File: config.mk
export PLATFORM = sky130hd
export DESIGN_NAME = ysyx_24070016_idu_ctrl
export DESIGN_NICKNAME = d
export VERILOG_FILES = /design/src/rtl/ysyx_24070016_idu_ctrl.sv
export SDC_FILE = /design/constraint.sdc
export NUM_CORES = 1
export LEC_CHECK = 0
export CAP_MARGIN = 25
export CORE_ASPECT_RATIO = 0.6
export CORE_UTILIZATION = 44
export DETAILED_ROUTE_END_ITERATION = 6
export PLACE_DENSITY = 0.82
export SYNTH_ARGS = -nofsm -noshare
export SYNTH_HDL_FRONTEND = slang
export SYNTH_SLANG_ARGS = --single-unit
File: constraint.sdc
create_clock -name clk -period 1.7 [get_ports clk]
set_clock_uncertainty 0.2 [all_clocks]
set_input_delay 0.34 -clock clk [delete_from_list [all_inputs] [get_ports clk]]
set_output_delay 0.34 -clock clk [all_outputs]
set_load 0.01 [all_outputs]
File: src/rtl/ysyx_24070016_idu_ctrl.sv
// Two-entry in-order decode buffer between IFU and EXU with immediate-type predecode.
// Define YSYX_24070016_IDU_ILLEGAL_CHECK_EN to flag unlisted encodings on ill_inst.
module ysyx_24070016_idu_ctrl (
    input  logic        clk,
    input  logic        rst,
    input  logic        in_valid,
    output logic        in_ready,
    input  logic [31:0] in_inst,
    input  logic [31:0] in_pc,
    input  logic        flush,
    output logic        out_valid,
    input  logic        out_ready,
    output logic [31:0] out_inst,
    output logic [31:0] out_pc,
    output logic [4:0]  num_type,
    output logic        ill_inst
);

    typedef enum logic [1:0] {
        EMPTY,
        ONE,
        TWO
    } state_t;

    state_t      state;
    logic [31:0] h_inst;
    logic [31:0] h_pc;
    logic [4:0]  h_type;
    logic        h_ill;
    logic [31:0] t_inst;
    logic [31:0] t_pc;
    logic [4:0]  t_type;
    logic        t_ill;

    logic [6:0]  opc;
    logic [4:0]  raw_type;
    logic [4:0]  dec_type;
    logic        dec_ill;
    logic        push;
    logic        pop;

    assign opc = in_inst[6:0];

    always_comb begin
        raw_type = 5'b00000;
        unique case (1'b1)
            (opc == 7'b0010011),
            (opc == 7'b0000011),
            (opc == 7'b1100111),
            (opc == 7'b1110011): raw_type = 5'b10000;
            (opc == 7'b0100011): raw_type = 5'b01000;
            (opc == 7'b1100011): raw_type = 5'b00100;
            (opc == 7'b0110111),
            (opc == 7'b0010111): raw_type = 5'b00010;
            (opc == 7'b1101111): raw_type = 5'b00001;
            default:             raw_type = 5'b00000;
        endcase
    end

`ifdef YSYX_24070016_IDU_ILLEGAL_CHECK_EN
    logic listed;

    always_comb begin
        listed = 1'b0;
        case (opc)
            7'b0010011, 7'b0000011, 7'b1100111,
            7'b1110011, 7'b0100011, 7'b1100011,
            7'b0110111, 7'b0010111, 7'b1101111,
            7'b0110011: listed = 1'b1;
            default:    listed = 1'b0;
        endcase
    end

    assign dec_ill = (in_inst[1:0] != 2'b11) || !listed;
`else
    assign dec_ill = 1'b0;
`endif

    assign dec_type  = dec_ill ? 5'b00000 : raw_type;

    // Handshake signals depend on registered state only.
    assign in_ready  = (state != TWO);
    assign out_valid = (state != EMPTY);
    assign push      = in_valid && in_ready;
    assign pop       = out_valid && out_ready;

    assign out_inst  = h_inst;
    assign out_pc    = h_pc;
    assign num_type  = out_valid ? h_type : 5'b00000;
    assign ill_inst  = out_valid && h_ill;

    always_ff @(posedge clk) begin
        if (rst) begin
            state  <= EMPTY;
            h_inst <= 32'h0;
            h_pc   <= 32'h0;
            h_type <= 5'b00000;
            h_ill  <= 1'b0;
            t_inst <= 32'h0;
            t_pc   <= 32'h0;
            t_type <= 5'b00000;
            t_ill  <= 1'b0;
        end else if (flush) begin
            state <= EMPTY;
        end else begin
            unique case (state)
                EMPTY: begin
                    if (push) begin
                        h_inst <= in_inst;
                        h_pc   <= in_pc;
                        h_type <= dec_type;
                        h_ill  <= dec_ill;
                        state  <= ONE;
                    end
                end
                ONE: begin
                    if (push && pop) begin
                        h_inst <= in_inst;
                        h_pc   <= in_pc;
                        h_type <= dec_type;
                        h_ill  <= dec_ill;
                    end else if (push) begin
                        t_inst <= in_inst;
                        t_pc   <= in_pc;
                        t_type <= dec_type;
                        t_ill  <= dec_ill;
                        state  <= TWO;
                    end else if (pop) begin
                        state <= EMPTY;
                    end
                end
                TWO: begin
                    if (pop) begin
                        h_inst <= t_inst;
                        h_pc   <= t_pc;
                        h_type <= t_type;
                        h_ill  <= t_ill;
                        state  <= ONE;
                    end
                end
                default: state <= EMPTY;
            endcase
        end
    end

endmodule

Word-level counts from Yosys, hierarchy flattened
Index checks and enable logic that the tools add are counted.
- bits in registers: 141
- latch bits: 0
- memory bits (writable): 0
- bits in read-only memories: 0
- bits of input ports: 69
- output and inout port bits: 72
- memories: 0
- add/sub/neg operators: 0
- multipliers: 0
- div/mod/pow operators: 0
- $lt $le $gt $ge: 0
- equal/unequal tests: 17
- shift operators: 0
- mux-type cells: 24
- bitwise gates (word level): 2
- reduce and logical (&&, ||, !) cells: 13
- operators by type and width (cell ; count):
    2-to-1 mux 32 bit ; 6
    one-hot mux 32 bit (3 select lines) ; 2
    equality test 7 bit (second input constant) ; 4
    one-hot mux 5 bit (5 select lines) ; 1
    2-to-1 mux 5 bit ; 4
    one-hot mux 5 bit (3 select lines) ; 1
    equality test 7 x 5 -> 1 bit (second input constant) ; 2
    equality test 7 x 6 -> 1 bit (second input constant) ; 2
    2-to-1 mux 2 bit ; 5
    inequality test 2 bit (second input constant) ; 5
    AND reduction 4 bit ; 2
    equality test 7 x 2 -> 1 bit (second input constant) ; 1
    one-hot mux 2 bit (3 select lines) ; 1
    AND reduction 5 bit ; 1
    logical AND 1 bit ; 4
    OR reduction 2 bit ; 2
    OR reduction 4 bit ; 1
    2-to-1 mux 1 bit ; 3
    inequality test 3 bit (second input constant) ; 1
    one-hot mux 1 bit (3 select lines) ; 1
    nonzero test 3 bit ; 1
    equality test 2 x 1 -> 1 bit (second input constant) ; 1
    equality test 2 bit (second input constant) ; 1
    logical NOT 2 bit ; 1
    other kinds (2) ; 3

Depth between registers and ports, before layout
- word-level depth: 6
- gate-level depth with buffers: 7
- mapped depth without buffers: 4

Least setup slack after synthesis
Ideal clock, no wire load.
- kind: reg2reg
- start: reg state[1]
- end: reg t_inst[22]
- setup time: 132 ps
- arrival time: 1444 ps
- data required time: 1368 ps
- slack: -76 ps
- cell stages (with the launch flop): 8
- cell sequence: dfxtp_1 -> nand2b_1 -> or3_1 -> clkbuf_1 -> buf_2 -> buf_2 -> nand2_1 -> a21oi_1
- longest elaborated chain between the ends: 5
- elaborated cells on any way between the ends: 8
- RTL lines (item ; line ; RTL):
    start, declared ; 25 ; state_t state;
    start signal, assigned ; 94 ; state <= EMPTY;
    start signal, assigned ; 104 ; state <= EMPTY;
    start signal, assigned ; 113 ; state <= ONE;
    inequality test 2 bit or nonzero test 2 bit (tied branches) ; 82, 83 ;
    logical AND 1 bit (on tied branches) ; 84, 85 ;
    logical AND 1 bit ; 117 ; if (push && pop) begin
    inverter 1 bit (no source line) ; -- ;
    AND reduction 4 bit (no source line) (*) ; -- ;
    end signal, assigned ; 123 ; t_inst <= in_inst;
    end, declared ; 30 ; logic [31:0] t_inst;
Every way passes the cells marked *; elsewhere a longest branch is shown, timed or not.
A chain may end at the register's enable or synchronous reset.

Worst setup path after layout
- start: reg state[1]
- end: out num_type[2]
- longest elaborated chain between the ends: 2
- RTL lines (item ; line ; RTL):
    nonzero test 2 bit ; 83 ; assign out_valid = (state != EMPTY);
    2-to-1 mux 5 bit ; 89 ; assign num_type = out_valid ? h_type : 5'b00000;
    end, declared ; 15 ; output logic [4:0] num_type,
Every way passes these cells.

==> impl_metrics.py <==
metrics = {
    "worst_hold_path": {
        "hp-class": "in -> reg",
        "whs_path_depth": 3,
    },
    "die": {
        "die_h_um": 89.58,
        "pin_count": 141,
        "start_util_pct": 45.89,
        "die_x_um": 148.0,
        "die-area_um2": 13250,
        "core_region_area_um2": 12260,
        "rows": 31,
    },
    "worst_setup_path": {
        "cpPeakStageDelay_ns": 0.37,
        "r2r_cells": 6,
        "rrSetupSlack_ns": -0.16,
        "reg2reg_from": "state[1]",
        "cp_max_fo": 4,
        "r2r_end": "out_inst[10]",
        "slowest_stage": "dfxtp_4",
        "critPathCaptureType": "primary output",
        "path_class": "reg -> out",
        "cp.arrival_ns": 1.35,
        "crit_start": "state[1]",
        "path_cells": "buf_6 -> nor2_4 -> buf_6 -> nor2b_4 -> buf_6",
        "path_common_cell": "buf_6",
        "worstSetupStartpointType": "register",
        "critical_path_required_ns": 1.16,
        "crit_path_end": "num_type[2]",
    },
    "global_route": {
        "grt_max_degree": 47,
        "gr-total-overflow": 0,
        "grtUsageTotal_pct": 25.24,
        "grt_first_pass_wirelength_um": 26060,
        "grt_pass1_vias": 5245,
        "antenna_found_initial": 0,
    },
    "clocking": {
        "clock-sinks": 140,
        "cts_tree": "yes",
        "h-tree-depth": 4,
        "cts_buffers": 17,
        "clock-root-buffer": "clkbuf_16",
        "clk_latency_ns": 0.40,
        "cts_hold_buf": 0,
        "clk_path_buf_depth": 2,
        "clkTransAtPathRegs_ns": 0.06,
    },
    "placed_design": {
        "hpwl_um": 9951,
        "finalWeightedCongestion": 0.8213,
        "placed_area_um2": 7460,
        "dp_cells": 1004,
        "port_buffers": 139,
    },
    "synthesis": {
        "yosys.area.top_type_share_pct": 49.83,
        "synthDistinctLibCells": 29,
        "syn_avg_cell_area_um2": 7.833,
        "synth_area_leaders": "dfxtp_1 (50%), nand2_1 (18%), a311oi_1 (8.7%), a21oi_1 (6.2%), nor2_1 (4.7%)",
        "netlist_area_um2": 5624,
        "netlist_instances": 718,
        "yosysTopAreaCell": "dfxtp_1",
        "ys_ff_latch": 140,
        "synth_nets": 787,
        "yosysSeqAreaShare_pct": 49.83,
        "ys_warn_count": 0,
    },
    "detailed_routing": {
        "avgViaCountPerCell": 5.489,
        "wire_per_inst_um": 16.87,
        "ant_nets": 0,
        "routed_wl_um": 17830,
        "post-route-drc-count": 0,
        "vias": 5802,
        "drt_iter0_drc": 555,
        "firstDrtPassIters": 7,
    },
    "layout": {
        "mostFrequentLayoutCell": "nand2_1",
        "design_area_um2": 8544,
        "fin_cells": 1057,
        "area_growth_pct": 51.92,
        "layout-drive-gt1-share_pct": 17.49,
        "n_antenna_cell": 0,
        "final_nets": 951,
        "final_cell_mix": "nand2_1 (265), dfxtp_1 (138), nor2_1 (67)",
    },
    "pwr": {
        "power_leakage_uw": 0.003411,
        "ir_drop_v": 0.0006388,
        "power_density_nw_per_um2": 953.6,
    },
    "outcome": {
        "status": "finished with violations",
        "violations": "negative setup slack",
    },
    "sta": {
        "post-route-worst-setup-slack_ns": -0.1852,
        "setup_viol": 125,
        "fmaxAchievable_mhz": 530.4,
        "slew_viol_final": 0,
        "fin_crit_sh_pct": 110.9,
        "grt_setup_unrepaired": "true",
        "period_needed_ns": 1.885,
        "hold_viol_final": 0,
    },
    "job": {
        "max_cap_violations": 0,
    },
}
==> metrics by stage <==
| stage | utilization [%] | hold WS (ns) | setup TNS, ns | setup slack [ns] | total power, µW |
|---|---|---|---|---|---|
| 2_1_floorplan | - | 0.2169 | -0.02629 | -0.002664 | 4061 |
| 3_3_place_gp | 60.86 | 0.2397 | -70.20 | -0.5388 | 4674 |
| 3_5_place_dp | 60.86 | 0.2450 | -75.84 | -0.6411 | 4697 |
| 4_1_cts | 66.08 | 0.1376 | -13.16 | -0.1906 | 8082 |
| 5_1_grt | 69.71 | 0.1145 | -20.07 | -0.2513 | 8467 |
| 6_report | 69.71 | 0.1108 | -8.791 | -0.1852 | 8148 |
==> Yosys cell counts <==
library cell,instances
dfxtp_1,140
o22a_1,1
buf_2,18
o32ai_2,1
inv_2,1
a2111oi_0,1
a311oi_1,56
nand4_1,1
buf_4,6
o21a_1,1
nor2_1,70
nand3_1,1
a211oi_1,3
a311oi_2,10
o21ba_2,1
or3_1,2
mux2i_1,3
nand2b_1,4
inv_1,1
nor3_1,4
nor4_1,1
a21oi_1,70
nand2_1,271
nor3_2,1
a221oi_1,1
clkbuf_1,39
nor2b_1,6
conb_1,1
nand3b_1,3
==> cell type report <==
type	instances	area, µm²
Clock buffer	21	470.5
Clock inverter	8	70.07
Fill cell	974	3712
Inverter	2	10.01
Multi-Input combinational cell	513	2726
Sequential cell	140	2808
Tap cell	165	206.4
Timing Repair Buffer	208	2253
==> power by group <==
part	total, µW	switching (µW)	leakage [µW]	internal (µW)
combinational	1190	570	0.00200	616
clock	3430	1350	0.000266	2090
sequential	3530	86.1	0.00114	3440
total	8150	2000	0.00341	6150
==> what timing repair did <==
item	in CTS	in global routing
buffers inserted	6	7
cloned	2	10
endpoints found under the setup margin	209	145
endpoints found under the hold margin	0	0
pin swaps	9	30
resized for setup	120	42
==> logic make-up (layout without fill, tap and decap cells) <==
logic type	count (synthesis)	in the layout	share of synthesized area [%]
DFF	140	140	49.83
other	1	1	0.06668
muxes	3	3	0.5339
and+or+nand+nor	364	364	25.34
AOI/OAI and AO/OA	145	145	19.09
buffers and inverters	65	239	5.139
==> critical path: cells and delay by family, from the launching register on <==
kind	cells	cell delay [ns]
flip-flops	1	0.37
buffers and inverters	3	0.39
AND/OR/NAND/NOR	2	0.18
==> worst min-delay path by stage <==
stage                           end  slack (ns)        from
after floorplan            state[0]        0.22       flush
after global placement    t_type[4]        0.24   t_type[4]
after detailed placement   t_pc[13]        0.24    t_pc[13]
after CTS                 t_inst[5]        0.14         rst
after global routing      t_inst[0]        0.11  in_inst[0]
final                     t_inst[0]        0.11  in_inst[0]
==> registers in the layout, summed over array words and instances (netlist names) <==
name / flops
out_inst: 32
out_pc: 32
t_pc: 32
state: 2
t_type: 5
t_inst: 32
h_type: 5
==> per-layer routing <==
layer / routed length, µm / up-vias / GRT usage, %
met5: 0 / - / 0
met4: 200 / 0 / 6.373
met3: 1610 / 19 / 7.020
met2: 8183 / 282 / 40.95
met1: 7835 / 2752 / 33.62
li1: - / 2749 / -
(Power assumes the default switching activity.)
